===== src/rtl/seq_carry_select_adder.sv =====
// Multi-cycle carry-select adder: sums CHUNK bits per clock, choosing between carry-in 0/1 results.
// Optional signed-overflow flag enabled by defining OVF_FLAG_EN.
module seq_carry_select_adder #(
  parameter int unsigned WIDTH = 64,
  parameter int unsigned CHUNK = 16
) (
  input  logic             clk,
  input  logic             rst,
  input  logic             in_valid,
  output logic             in_ready,
  input  logic [WIDTH-1:0] a,
  input  logic [WIDTH-1:0] b,
  input  logic             cin,
  output logic             out_valid,
  input  logic             out_ready,
  output logic [WIDTH-1:0] sum,
  output logic             cout
`ifdef OVF_FLAG_EN
  ,
  output logic             overflow
`endif
);

  localparam int unsigned N    = WIDTH / CHUNK;
  localparam int unsigned IdxW = (N > 1) ? $clog2(N) : 1;

  typedef enum logic [1:0] {StIdle, StRun, StDone} state_e;

  state_e            state_q, state_d;
  logic [WIDTH-1:0]  a_q, a_d;
  logic [WIDTH-1:0]  b_q, b_d;
  logic [WIDTH-1:0]  sum_q, sum_d;
  logic              carry_q, carry_d;
  logic              cout_q, cout_d;
  logic [IdxW-1:0]   idx_q, idx_d;
`ifdef OVF_FLAG_EN
  logic              ovf_q, ovf_d;
`endif

  int unsigned       base;
  logic [CHUNK-1:0]  a_c, b_c;
  logic [CHUNK:0]    s0, s1, sel;

  always_comb begin
    base = 32'(idx_q) * CHUNK;
    a_c  = a_q[base +: CHUNK];
    b_c  = b_q[base +: CHUNK];
    s0   = {1'b0, a_c} + {1'b0, b_c};
    s1   = s0 + {{CHUNK{1'b0}}, 1'b1};
  end

  // One 2:1 mux cell per bit; the registered chunk carry is the common select.
  for (genvar i = 0; i <= CHUNK; i++) begin : g_mux
    assign sel[i] = carry_q ? s1[i] : s0[i];
  end

  always_comb begin
    state_d = state_q;
    a_d     = a_q;
    b_d     = b_q;
    sum_d   = sum_q;
    carry_d = carry_q;
    cout_d  = cout_q;
    idx_d   = idx_q;
`ifdef OVF_FLAG_EN
    ovf_d   = ovf_q;
`endif
    unique case (state_q)
      StIdle: begin
        if (in_valid) begin
          a_d     = a;
          b_d     = b;
          carry_d = cin;
          idx_d   = '0;
          state_d = StRun;
        end
      end
      StRun: begin
        sum_d[base +: CHUNK] = sel[CHUNK-1:0];
        carry_d              = sel[CHUNK];
        idx_d                = idx_q + IdxW'(1);
        if (idx_q == IdxW'(N - 1)) begin
          cout_d  = sel[CHUNK];
`ifdef OVF_FLAG_EN
          // sel[CHUNK-1] is the MSB of the full sum on the last chunk.
          ovf_d   = (a_q[WIDTH-1] == b_q[WIDTH-1]) && (sel[CHUNK-1] != a_q[WIDTH-1]);
`endif
          idx_d   = '0;
          state_d = StDone;
        end
      end
      StDone: begin
        if (out_ready) state_d = StIdle;
      end
      default: state_d = StIdle;
    endcase
  end

  always_ff @(posedge clk) begin
    if (rst) begin
      state_q <= StIdle;
      a_q     <= '0;
      b_q     <= '0;
      sum_q   <= '0;
      carry_q <= 1'b0;
      cout_q  <= 1'b0;
      idx_q   <= '0;
`ifdef OVF_FLAG_EN
      ovf_q   <= 1'b0;
`endif
    end else begin
      state_q <= state_d;
      a_q     <= a_d;
      b_q     <= b_d;
      sum_q   <= sum_d;
      carry_q <= carry_d;
      cout_q  <= cout_d;
      idx_q   <= idx_d;
`ifdef OVF_FLAG_EN
      ovf_q   <= ovf_d;
`endif
    end
  end

  assign in_ready  = (state_q == StIdle);
  assign out_valid = (state_q == StDone);
  assign sum       = sum_q;
  assign cout      = cout_q;
`ifdef OVF_FLAG_EN
  assign overflow  = ovf_q;
`endif

endmodule


===== config.mk =====
export PLATFORM = sky130hd
export DESIGN_NAME = seq_carry_select_adder
export DESIGN_NICKNAME = d
export VERILOG_FILES = /design/src/rtl/seq_carry_select_adder.sv
export SDC_FILE = /design/constraint.sdc
export NUM_CORES = 1
export LEC_CHECK = 0
export CORE_ASPECT_RATIO = 2
export CORE_UTILIZATION = 55
export CTS_CLUSTER_DIAMETER = 120
export DETAILED_ROUTE_END_ITERATION = 6
export PLACE_DENSITY = 0.86
export SLEW_MARGIN = 20
export SYNTH_ARGS = -nofsm -noshare
export SYNTH_HDL_FRONTEND = slang
export SYNTH_SLANG_ARGS = --single-unit

===== constraint.sdc =====
create_clock -name clk -period 8.6 [get_ports clk]
set_clock_uncertainty 0.1 [all_clocks]
set_input_delay 1.72 -clock clk [delete_from_list [all_inputs] [get_ports clk]]
set_output_delay 1.72 -clock clk [all_outputs]
set_load 0.02 [all_outputs]

==> impl_metrics.env, run 1 <==
export IMPL_postRouteAntennaNets=0
export IMPL_cts_made_buffers=17
export IMPL_htreeDepth=4
export IMPL_critPathMaxStageDelay_ns=0.71
export IMPL_ys_async_sr_fraction=0
export IMPL_ys_ff_latch=198
export IMPL_rows=66
export IMPL_min_from="b_q[42]"
export IMPL_drv_cap=0
export IMPL_clock_sinks=198
export IMPL_grt_pass1_vias=8249
export IMPL_drv_slew=0
export IMPL_ys_flop_type="dfxtp_1"
export IMPL_finalSetupViolCount=0
export IMPL_synth_edf_count=0
export IMPL_instances_no_fill=1432
export IMPL_pin_count=200
export IMPL_arrival_ns=5.26
export IMPL_wl_um=25600
export IMPL_clkTransAtPathRegs_ns=0.07
export IMPL_wire_per_inst_um=17.9
export IMPL_regToRegEndpoint="sum[14]"
export IMPL_syn_to_final_growth_pct=29.5
export IMPL_fillers=1190
export IMPL_grtUsageTotal=0.308
export IMPL_die_y_um=184
export IMPL_drc_errors=0
export IMPL_multi_input_area_um2=4870
export IMPL_r2r_cells=15
export IMPL_required_ns=8.82
export IMPL_status="finished clean"
export IMPL_fin_total_pwr_mw=2.21
export IMPL_via_count=8367
export IMPL_die_w_um=93.1
export IMPL_setup_tns_final_ns=0
export IMPL_min_path_type="flop to flop"
export IMPL_r2r_start="idx_q[0]"
export IMPL_path_class="flop to flop"
export IMPL_post_route_min_period_ns=5.03
export IMPL_crit_path_cell_trace="buf_4, mux4_2, ha_1, inv_1, fa_1, inv_1, ha_1, nand2_1, a2111o_1, a2111oi_4, o211ai_1, nor4_2, and4_4, nor3b_1, a221o_1"
export IMPL_clockBufferDepth=2
export IMPL_static_leakage_power_nw=4.27
export IMPL_crit_path_start_kind="flop"
export IMPL_ctsResizeCount=0
export IMPL_grt_max_degree=109
export IMPL_ys_warn_count=0
export IMPL_rsz0062_at_grt="false"
export IMPL_cp_end_kind="flop"
export IMPL_viasPerCell=5.84
export IMPL_firstDrtPassIters=5
export IMPL_dp_hpwl_um=18500
export IMPL_diodes=0
export IMPL_regArea_um2=3970
export IMPL_hold_depth=2
export IMPL_peakVddDrop_mv=0.146
export IMPL_io_buffers=199
export IMPL_fin_nets=1373
export IMPL_clkLatencyLatePin_ns=0.44
export IMPL_fin_crit_sh=0.585
export IMPL_cts_tree="yes"
export IMPL_relSlewSlack=0.293
export IMPL_antenna_found_initial=0
export IMPL_postSynthNetCount=1220
export IMPL_grt_first_pass_wirelength_um=40400
export IMPL_dp_cells=1401
export IMPL_cts_hold_buf=0
export IMPL_start_util=0.561
export IMPL_ys_seq_area_frac=0.434
export IMPL_gp_congestion=0.882
export IMPL_avgSynthCellArea_um2=8.59
export IMPL_ff2ff_setup_slack_ns=3.57
export IMPL_synth_area_um2=9130
export IMPL_core_region_area_um2=16300
export IMPL_die_area_um2=17200
export IMPL_tightest_slew_ns=1.06
export IMPL_powerDensity_nw_per_um2=187
export IMPL_worstHoldEndpoint="b_q[42]"
export IMPL_drive_gt1_frac=0.0896
export IMPL_yosysUniqueCellTypes=70
export IMPL_worst_path_max_fanout=21
export IMPL_hold_violations=0
export IMPL_hold_ws_ns=0.353
export IMPL_drtIter0Drc=514
export IMPL_cp_slowest_cell="dfxtp_2"
export IMPL_synthCells=1063
export IMPL_grt_ovfl_total=0
export IMPL_fmax_mhz=199
export IMPL_cts_root_buf="clkbuf_16"
export IMPL_postCtsSetupBuffers=0
==> cells by family (layout without fill, tap and decap cells) <==
family / after synthesis / after routing / share of synthesized area
AND/OR/NAND/NOR: 451 / 451 / 0.219
buffers and inverters: 84 / 249 / 0.0363
flip-flops: 198 / 198 / 0.434
XOR/XNOR: 20 / 20 / 0.0208
AO/OA/AOI/OAI: 253 / 253 / 0.176
multiplexers: 33 / 33 / 0.0800
adder cells (fa/ha/maj): 24 / 24 / 0.0337
==> cells in the mapped netlist (2+ instances only) <==
cell type,n,share of area
or2_2,2,0.0014
a21o_1,2,0.0016
a2111o_1,2,0.0025
buf_1,12,0.0049
clkbuf_1,59,0.024
ha_1,23,0.032
nor2b_1,14,0.0096
o21a_1,3,0.0025
nand3_1,11,0.0060
a31oi_1,2,0.0014
a22oi_1,44,0.036
nor2_1,77,0.032
nand2_1,279,0.11
and2_1,3,0.0021
nand3b_1,12,0.0099
or2_4,2,0.0019
o211ai_1,7,0.0058
and3_1,3,0.0021
nand2b_1,12,0.0082
inv_1,9,0.0037
nor4b_1,4,0.0038
a21o_2,2,0.0019
o21ai_2,2,0.0019
nor3b_1,4,0.0033
a221o_1,9,0.0099
a211oi_1,3,0.0025
o21ai_1,4,0.0022
mux4_2,32,0.079
buf_6,2,0.0025
xor2_1,10,0.0096
a311oi_1,2,0.0019
nand3_2,2,0.0022
nor4_1,7,0.0048
nor4_2,2,0.0027
o21ai_0,18,0.0099
xnor2_1,8,0.0077
a21oi_1,139,0.076
dfxtp_1,198,0.43
nor3_1,6,0.0033
==> cell type report <==
type	instances	area share
clock buffer	18	0.0363
sequential	198	0.335
timing repair buffer	208	0.174
tap	204	0.0216
clock inverter	13	0.0177
inverter	10	0.00317
multi-input combinational	781	0.412
==> metal layers <==
| metal | track usage | routed length, um | vias to the layer above |
|---|---|---|---|
| met1 | 0.305 | 8650 | 3932 |
| li1 | - | - | 4004 |
| met5 | 0 | 0 | - |
| met4 | 0.247 | 1900 | 0 |
| met2 | 0.559 | 14000 | 337 |
| met3 | 0.0413 | 1100 | 94 |
==> report_power, final <==
| part | switching [mW] | internal, mW |
|---|---|---|
| Clock | 0.370 | 0.498 |
| Combinational | 0.204 | 0.157 |
| Sequential | 0.0270 | 0.959 |
| Total | 0.601 | 1.61 |
==> worst max-delay path, delay by kind of cell (launching register included) <==
family | cells | cell delay, ns
AOI/OAI and AO/OA | 4 | 1.09
and+or+nand+nor | 4 | 0.99
adders and majority gates | 3 | 0.80
DFF | 1 | 0.71
buffers and inverters | 3 | 0.65
muxes | 1 | 0.57
==> sequential cells by signal, summed over array words and instances, names as in the netlist <==
name	cells
a_q	64
b_q	64
sum	64
idx_q	2
state_q	2
carry_q	1
cout	1
==> stage by stage <==
stage / utilization / area, um^2 / setup slack (ns)
finish: 0.727 / 11800 / 3.57
global route: 0.727 / 11800 / 3.26
CTS: 0.727 / 11800 / 3.52
detailed placement: 0.688 / 11200 / 3.55
global placement: 0.688 / 11200 / 3.66
floorplan: - / 9130 / 3.72
==> cells in the final DEF, fill, tap and decap left out, types with 6 or more instances in the layout <==
master / count
nor2_1: 77
nor2b_1: 14
nand3b_1: 12
buf_4: 9
a221o_1: 9
clkbuf_16: 17
nor3_1: 6
mux4_2: 32
a21oi_1: 139
xnor2_1: 8
nand2_1: 278
dfxtp_1: 196
nand3_1: 11
nor4_1: 7
clkdlybuf4s50_1: 198
o211ai_1: 7
o21ai_0: 18
a22oi_1: 44
ha_1: 23
inv_1: 9
xor2_1: 10
nand2b_1: 12
==> worst max path at each step <==
stage | start | to | slack [ns] | cells past startpoint
after floorplan | idx_q[0] | sum[46] | 3.72 | 17
after global placement | idx_q[0] | sum[30] | 3.66 | 15
after detailed placement | idx_q[0] | sum[62] | 3.55 | 15
after CTS | idx_q[0] | sum[30] | 3.52 | 15
after global routing | idx_q[0] | sum[30] | 3.26 | 15
final | idx_q[0] | sum[14] | 3.57 | 15
Note: power is estimated with default switching activity, not from simulation.
==> run 2, diff against run 1 <==
- CORE_UTILIZATION: 55 -> 46
- PLACE_DENSITY: 0.86 -> 0.77
- clock period: 8.6 -> 4.6 ns (I/O delays scaled with it)
==> run 2 against run 1 <==
  * Core utilization fell by 11 points
  * Setup slack got worse by 3.1 ns
  * Critical path depth fell by 4
  * Count of clock-buffer cells in the layout fell by 1
  * Largest power group unchanged
  * Highest routed layer unchanged
==> impl_metrics.env, run 2 (same netlist as run 1, synthesis figures left out) <==
export IMPL_status="finished clean"
export IMPL_hold_violations=0
export IMPL_viasPerCell=5.47
export IMPL_grt_pass1_vias=8205
export IMPL_crit_path_frequent_cell="a221o_1"
export IMPL_die_y_um=201
export IMPL_clkTransAtPathRegs_ns=0.07
export IMPL_fillers=1734
export IMPL_clock_sinks=198
export IMPL_drtIter0Drc=392
export IMPL_tightest_slew_ns=0.797
export IMPL_via_count=8203
export IMPL_clkLatencyLatePin_ns=0.44
export IMPL_htreeDepth=4
export IMPL_instances_no_fill=1499
export IMPL_postCtsSetupBuffers=0
export IMPL_drv_slew=0
export IMPL_regToRegEndpoint="sum[63]"
export IMPL_fin_nets=1385
export IMPL_worst_path_max_fanout=18
export IMPL_worstHoldEndpoint="a_q[6]"
export IMPL_dp_cells=1468
export IMPL_post_route_min_period_ns=4.16
export IMPL_die_area_um2=20500
export IMPL_rsz0062_at_grt="false"
export IMPL_layout_commonest_cell="nand2_1"
export IMPL_drv_cap=0
export IMPL_cp_startpoint="idx_q[0]"
export IMPL_grtUsageTotal=0.269
export IMPL_relSlewSlack=0.467
export IMPL_setup_tns_final_ns=0
export IMPL_cp_slowest_cell="mux4_2"
export IMPL_drc_errors=0
export IMPL_dr_max_layer_used="met4"
export IMPL_die_w_um=102
export IMPL_multi_input_area_um2=4870
export IMPL_drt_met1_wl_um=8930
export IMPL_ff2ff_setup_slack_ns=0.44
export IMPL_peakVddDrop_mv=0.227
export IMPL_crit_path_cell_trace="buf_4, mux4_2, ha_1, o21ai_1, a221o_1, a31o_2, a311oi_4, xor2_2, nand3_2, or2_4, a221o_1"
export IMPL_fmax_mhz=240
export IMPL_r2r_start="idx_q[0]"
export IMPL_gp_congestion=0.874
export IMPL_regArea_um2=3970
export IMPL_hold_depth=2
export IMPL_dp_hpwl_um=20100
export IMPL_cts_tree="yes"
export IMPL_finalSetupViolCount=0
export IMPL_crit_path_start_kind="flop"
export IMPL_antenna_found_initial=0
export IMPL_mostFrequentLayoutCells="278 x nand2_1, 198 x clkdlybuf4s50_1, 196 x dfxtp_1"
export IMPL_arrival_ns=4.39
export IMPL_core_region_area_um2=19400
export IMPL_start_util=0.472
export IMPL_rows=72
export IMPL_wl_met3_um=885
export IMPL_wl_met2_um=14800
export IMPL_cts_made_buffers=17
export IMPL_static_leakage_power_nw=4.30
export IMPL_grt_ovfl_total=0
export IMPL_critPathMaxStageDelay_ns=0.55
export IMPL_required_ns=4.83
export IMPL_r2r_cells=11
export IMPL_ctsResizeCount=0
export IMPL_clockBufferDepth=2
export IMPL_diodes=0
export IMPL_firstDrtPassIters=5
export IMPL_grt_first_pass_wirelength_um=41300
export IMPL_syn_to_final_growth_pct=30.6
export IMPL_cts_root_buf="clkbuf_16"
export IMPL_wire_per_inst_um=17.5
export IMPL_pin_count=200
export IMPL_io_buffers=199
export IMPL_path_class="flop to flop"
export IMPL_min_from="a_q[6]"
export IMPL_cp_end_kind="flop"
export IMPL_grt_max_degree=132
export IMPL_powerDensity_nw_per_um2=333
export IMPL_wl_um=26300
export IMPL_fin_crit_sh=0.905
export IMPL_postRouteAntennaNets=0
export IMPL_drive_gt1_frac=0.100
export IMPL_min_path_type="flop to flop"
export IMPL_cts_hold_buf=0
[run 2: changes by cell type in the layout (fill, tap and decap cells not counted)]
cell,before,now
clkinv_4,2,0
buf_12,0,2
nor4_2,2,3
buf_4,9,19
bufinv_16,4,1
inv_8,4,1
clkinvlp_4,0,2
clkinv_2,0,5
inv_6,3,5
nor4_1,7,6
clkbuf_1,1,0
[run 2: metal layers]
layer  vias to the layer above  track usage
met1                      3839        0.263
met4                         0        0.182
met2                       264        0.499
met3                        83       0.0406
li1                       4017            -
met5                         -            0
[run 2: worst max-delay path by stage]
stage | end | depth (start not counted)
3_5_place_dp | sum[63] | 11
4_1_cts | sum[58] | 15
5_1_grt | sum[63] | 11
3_3_place_gp | sum[15] | 11
6_report | sum[63] | 11
2_1_floorplan | sum[46] | 17
[run 2: power breakdown]
group / internal, mW / total (mW) / switching, mW
Combinational: 0.312 / 0.709 / 0.397
Sequential: 1.79 / 1.84 / 0.0489
Clock: 0.750 / 1.42 / 0.673
Total: 2.86 / 3.97 / 1.12
[run 2: worst max-delay path: cells and delay by family, from the launching register on]
family	cells	cell delay (ns)
muxes	1	0.55
adders and majority gates	1	0.45
and+or+nand+nor	2	0.46
DFF	1	0.42
xor gates and xnor gates	1	0.37
buffers and inverters	1	0.36
AOI/OAI and AO/OA	5	1.36
[run 2: layout make-up]
type | instances | share of cell area
clock buffer | 17 | 0.0357
sequential | 198 | 0.333
timing repair buffer | 220 | 0.182
multi-input combinational | 781 | 0.409
inverter | 10 | 0.00315
tap | 259 | 0.0272
clock inverter | 14 | 0.0105
[run 2: metrics by stage]
step / worst slack, ns / area [um^2] / power [mW] / utilization / hold WS [ns]
4_1_cts: 0.426 / 11900 / 3.99 / 0.616 / 0.354
5_1_grt: 0.150 / 11900 / 4.13 / 0.616 / 0.372
2_1_floorplan: 0.138 / 9140 / 2.29 / - / 0.333
3_5_place_dp: 0.446 / 11400 / 2.59 / 0.587 / 0.345
3_3_place_gp: 0.508 / 11400 / 2.58 / 0.587 / 0.339
6_report: 0.436 / 11900 / 3.97 / 0.616 / 0.354
==> run 3, diff against run 2 <==
- ABC_AREA: not set -> 1
- CORE_UTILIZATION: 46 -> 47
==> run 3 against run 2 <==
  * Critical path depth is 7 higher
  * Sequential cell count did not move
  * Final area grew 2.5%
  * Wire length is 14% higher
  * Sequential share of layout area decreased by 0.83 points
  * Sequential power grew 3%
  * Via count increased by 17%
  * Largest power group unchanged
  * Count of clock-buffer cells in the layout rose by 2
  * Clock power grew 8%
  * Register-to-register slack better by 0.07 ns
==> impl_metrics.env, run 3 <==
export IMPL_avgSynthCellArea_um2=6.86
export IMPL_clkLatencyLatePin_ns=0.45
export IMPL_min_path_type="flop to flop"
export IMPL_diodes=0
export IMPL_cts_root_buf="clkbuf_16"
export IMPL_syn_to_final_growth_pct=28.7
export IMPL_powerDensity_nw_per_um2=387
export IMPL_p_sw_mw=1.61
export IMPL_fmax_mhz=244
export IMPL_clockBufferDepth=2
export IMPL_wire_per_inst_um=16.6
export IMPL_drtIter0Drc=534
export IMPL_critPathMaxStageDelay_ns=0.63
export IMPL_grtUsageTotal=0.294
export IMPL_postSynthNetCount=1543
export IMPL_fin_ws_ns=0.502
export IMPL_mostFrequentLayoutCells="345 x nor2_1, 231 x nand2_1, 198 x clkdlybuf4s50_1"
export IMPL_rsz0062_at_grt="false"
export IMPL_io_buffers=199
export IMPL_start_util=0.480
export IMPL_synth_area_um2=9500
export IMPL_fin_nets=1689
export IMPL_ctsResizeCount=0
export IMPL_postRouteAntennaNets=0
export IMPL_ys_warn_count=0
export IMPL_gp_congestion=0.937
export IMPL_fin_crit_sh=0.891
export IMPL_htreeDepth=4
export IMPL_firstDrtPassIters=5
export IMPL_postCtsSetupBuffers=0
export IMPL_rows=73
export IMPL_layout_commonest_cell="nor2_1"
export IMPL_die_area_um2=20800
export IMPL_path_buf_inv=4
export IMPL_required_ns=4.87
export IMPL_crit_path_cell_trace="buf_4, o21ai_0, o22ai_1, ha_1, inv_1, fa_1, inv_1, ha_1, inv_1, nor3_4, nand3_2, nor2_4, nand2_4, nor2_8, nand2_4, xnor2_2, nand4_1, a21oi_1"
export IMPL_status="finished clean"
export IMPL_synth_common_cells="346 x nor2_1, 232 x nand2_1, 198 x dfxtp_1"
export IMPL_synth_most_common_cell="nor2_1"
export IMPL_cts_tree="yes"
export IMPL_core_region_area_um2=19800
export IMPL_relSlewSlack=0.245
export IMPL_clkPwrFrac=0.325
export IMPL_hold_ws_ns=0.364
export IMPL_grt_pass1_vias=9327
export IMPL_internal_power_mw=3.12
export IMPL_hold_violations=0
export IMPL_finalSetupViolCount=0
export IMPL_wl_um=30000
export IMPL_crit_path_start_kind="flop"
export IMPL_die_y_um=203
export IMPL_peakVddDrop_mv=0.251
export IMPL_cts_hold_buf=0
export IMPL_die_w_um=103
export IMPL_drive_gt1_frac=0.0706
export IMPL_drv_cap=0
export IMPL_p_seq_frac=0.400
export IMPL_critPathTopFamily="simple AND/OR/NAND/NOR gates"
export IMPL_cts_made_buffers=17
export IMPL_ys_ff_latch=198
export IMPL_post_place_ws_ns=0.521
export IMPL_clkTransAtPathRegs_ns=0.08
export IMPL_pin_count=200
export IMPL_ys_async_sr_fraction=0
export IMPL_synth_largest_area_cell="dfxtp_1"
export IMPL_grt_first_pass_wirelength_um=46300
export IMPL_clock_sinks=198
export IMPL_synth_edf_count=0
export IMPL_dp_hpwl_um=22700
export IMPL_crit_path_frequent_cell="inv_1"
export IMPL_path_class="flop to flop"
export IMPL_grt_ovfl_total=0
export IMPL_synthCells=1386
export IMPL_ys_flop_type="dfxtp_1"
export IMPL_yosys_area_top_type_share=0.417
export IMPL_ys_seq_area_frac=0.417
export IMPL_yosysUniqueCellTypes=43
export IMPL_swShare=0.341
export IMPL_antenna_found_initial=0
export IMPL_cp_end_kind="flop"
export IMPL_setup_tns_final_ns=0
export IMPL_worst_path_max_fanout=80
export IMPL_tightest_slew_ns=1.13
export IMPL_p_comb_frac=0.275
export IMPL_drv_slew=0
export IMPL_post_route_min_period_ns=4.10
export IMPL_cp_slowest_cell="buf_4"
export IMPL_static_leakage_power_nw=5.01
export IMPL_via_count=9560
export IMPL_grt_max_degree=106
export IMPL_arrival_ns=4.37
export IMPL_drc_errors=0
export IMPL_ys_top_cells_by_area="dfxtp_1 42%, nor2_1 14%, o21ai_0 10%"
export IMPL_viasPerCell=5.29
==> run 3: cell count changes after synthesis, sizes merged, moves of 40 or more <==
cell,delta
nor2,+281
o21ai,+167
inv,+68
a21oi,-61
a22oi,-42
nand3,+40
==> run 3: power groups by stage <==
stage	sequential [mW]	clock [mW]	combinational (mW)
2_1_floorplan	1.92	0	0.861
3_3_place_gp	1.93	0	1.27
3_5_place_dp	1.93	0	1.28
4_1_cts	1.89	1.54	1.29
5_1_grt	1.90	1.62	1.44
6_report	1.89	1.54	1.30
==> run 3: path summary, 6_finish.rpt <==
check	from	slack, ns	cells past startpoint	to
worst min register to register	sum[35]	0.36	2	sum[35]
worst max register to register	idx_q[0]	0.50	18	sum[60]
worst max-delay path	idx_q[0]	0.50	18	sum[60]
worst min-delay path	sum[35]	0.36	2	sum[35]
==> run 3: per-stage QoR <==
step	util	instances	instance area (um^2)	power, mW
after global placement	0.586	1775	11600	3.19
after detailed placement	0.586	1775	11600	3.21
after global routing	0.617	1807	12200	4.96
after CTS	0.617	1807	12200	4.73
final	0.617	1807	12200	4.73
after floorplan	-	1386	9500	2.79
==> run 3: area by class of cell <==
| type | count | area [um^2] |
|---|---|---|
| Inverter | 79 | 298 |
| Fill cell | 1883 | 7590 |
| Clock buffer | 19 | 443 |
| Tap cell | 262 | 328 |
| Clock inverter | 13 | 165 |
| Sequential cell | 198 | 3970 |
| Multi-Input combinational cell | 1026 | 4930 |
| Timing Repair Buffer | 210 | 2090 |
==> run 3: worst min-delay path, delay by kind of cell, from the launching register on <==
kind	cells	cell delay [ns]
AO/OA/AOI/OAI	1	0.05
flip-flops	1	0.31
AND/OR/NAND/NOR	1	0.06
==> run 3: cells by family (layout without fill, tap and decap cells) <==
family          Yosys count  count (layout)  synth area share
compound gates          309             309             0.171
xor+xnor                  6               6           0.00711
fa+ha+maj                24              24            0.0324
buf+inv                 162             321            0.0648
flops                   198             198             0.417
simple gates            687             687             0.308
==> run 3: metal layers <==
| layer | track usage | up-vias | routed length (um) |
|---|---|---|---|
| li1 | - | 4797 | - |
| met1 | 0.283 | 4314 | 10200 |
| met2 | 0.530 | 334 | 15900 |
| met3 | 0.0396 | 115 | 1130 |
| met4 | 0.253 | 0 | 2810 |
| met5 | 0 | - | 0 |
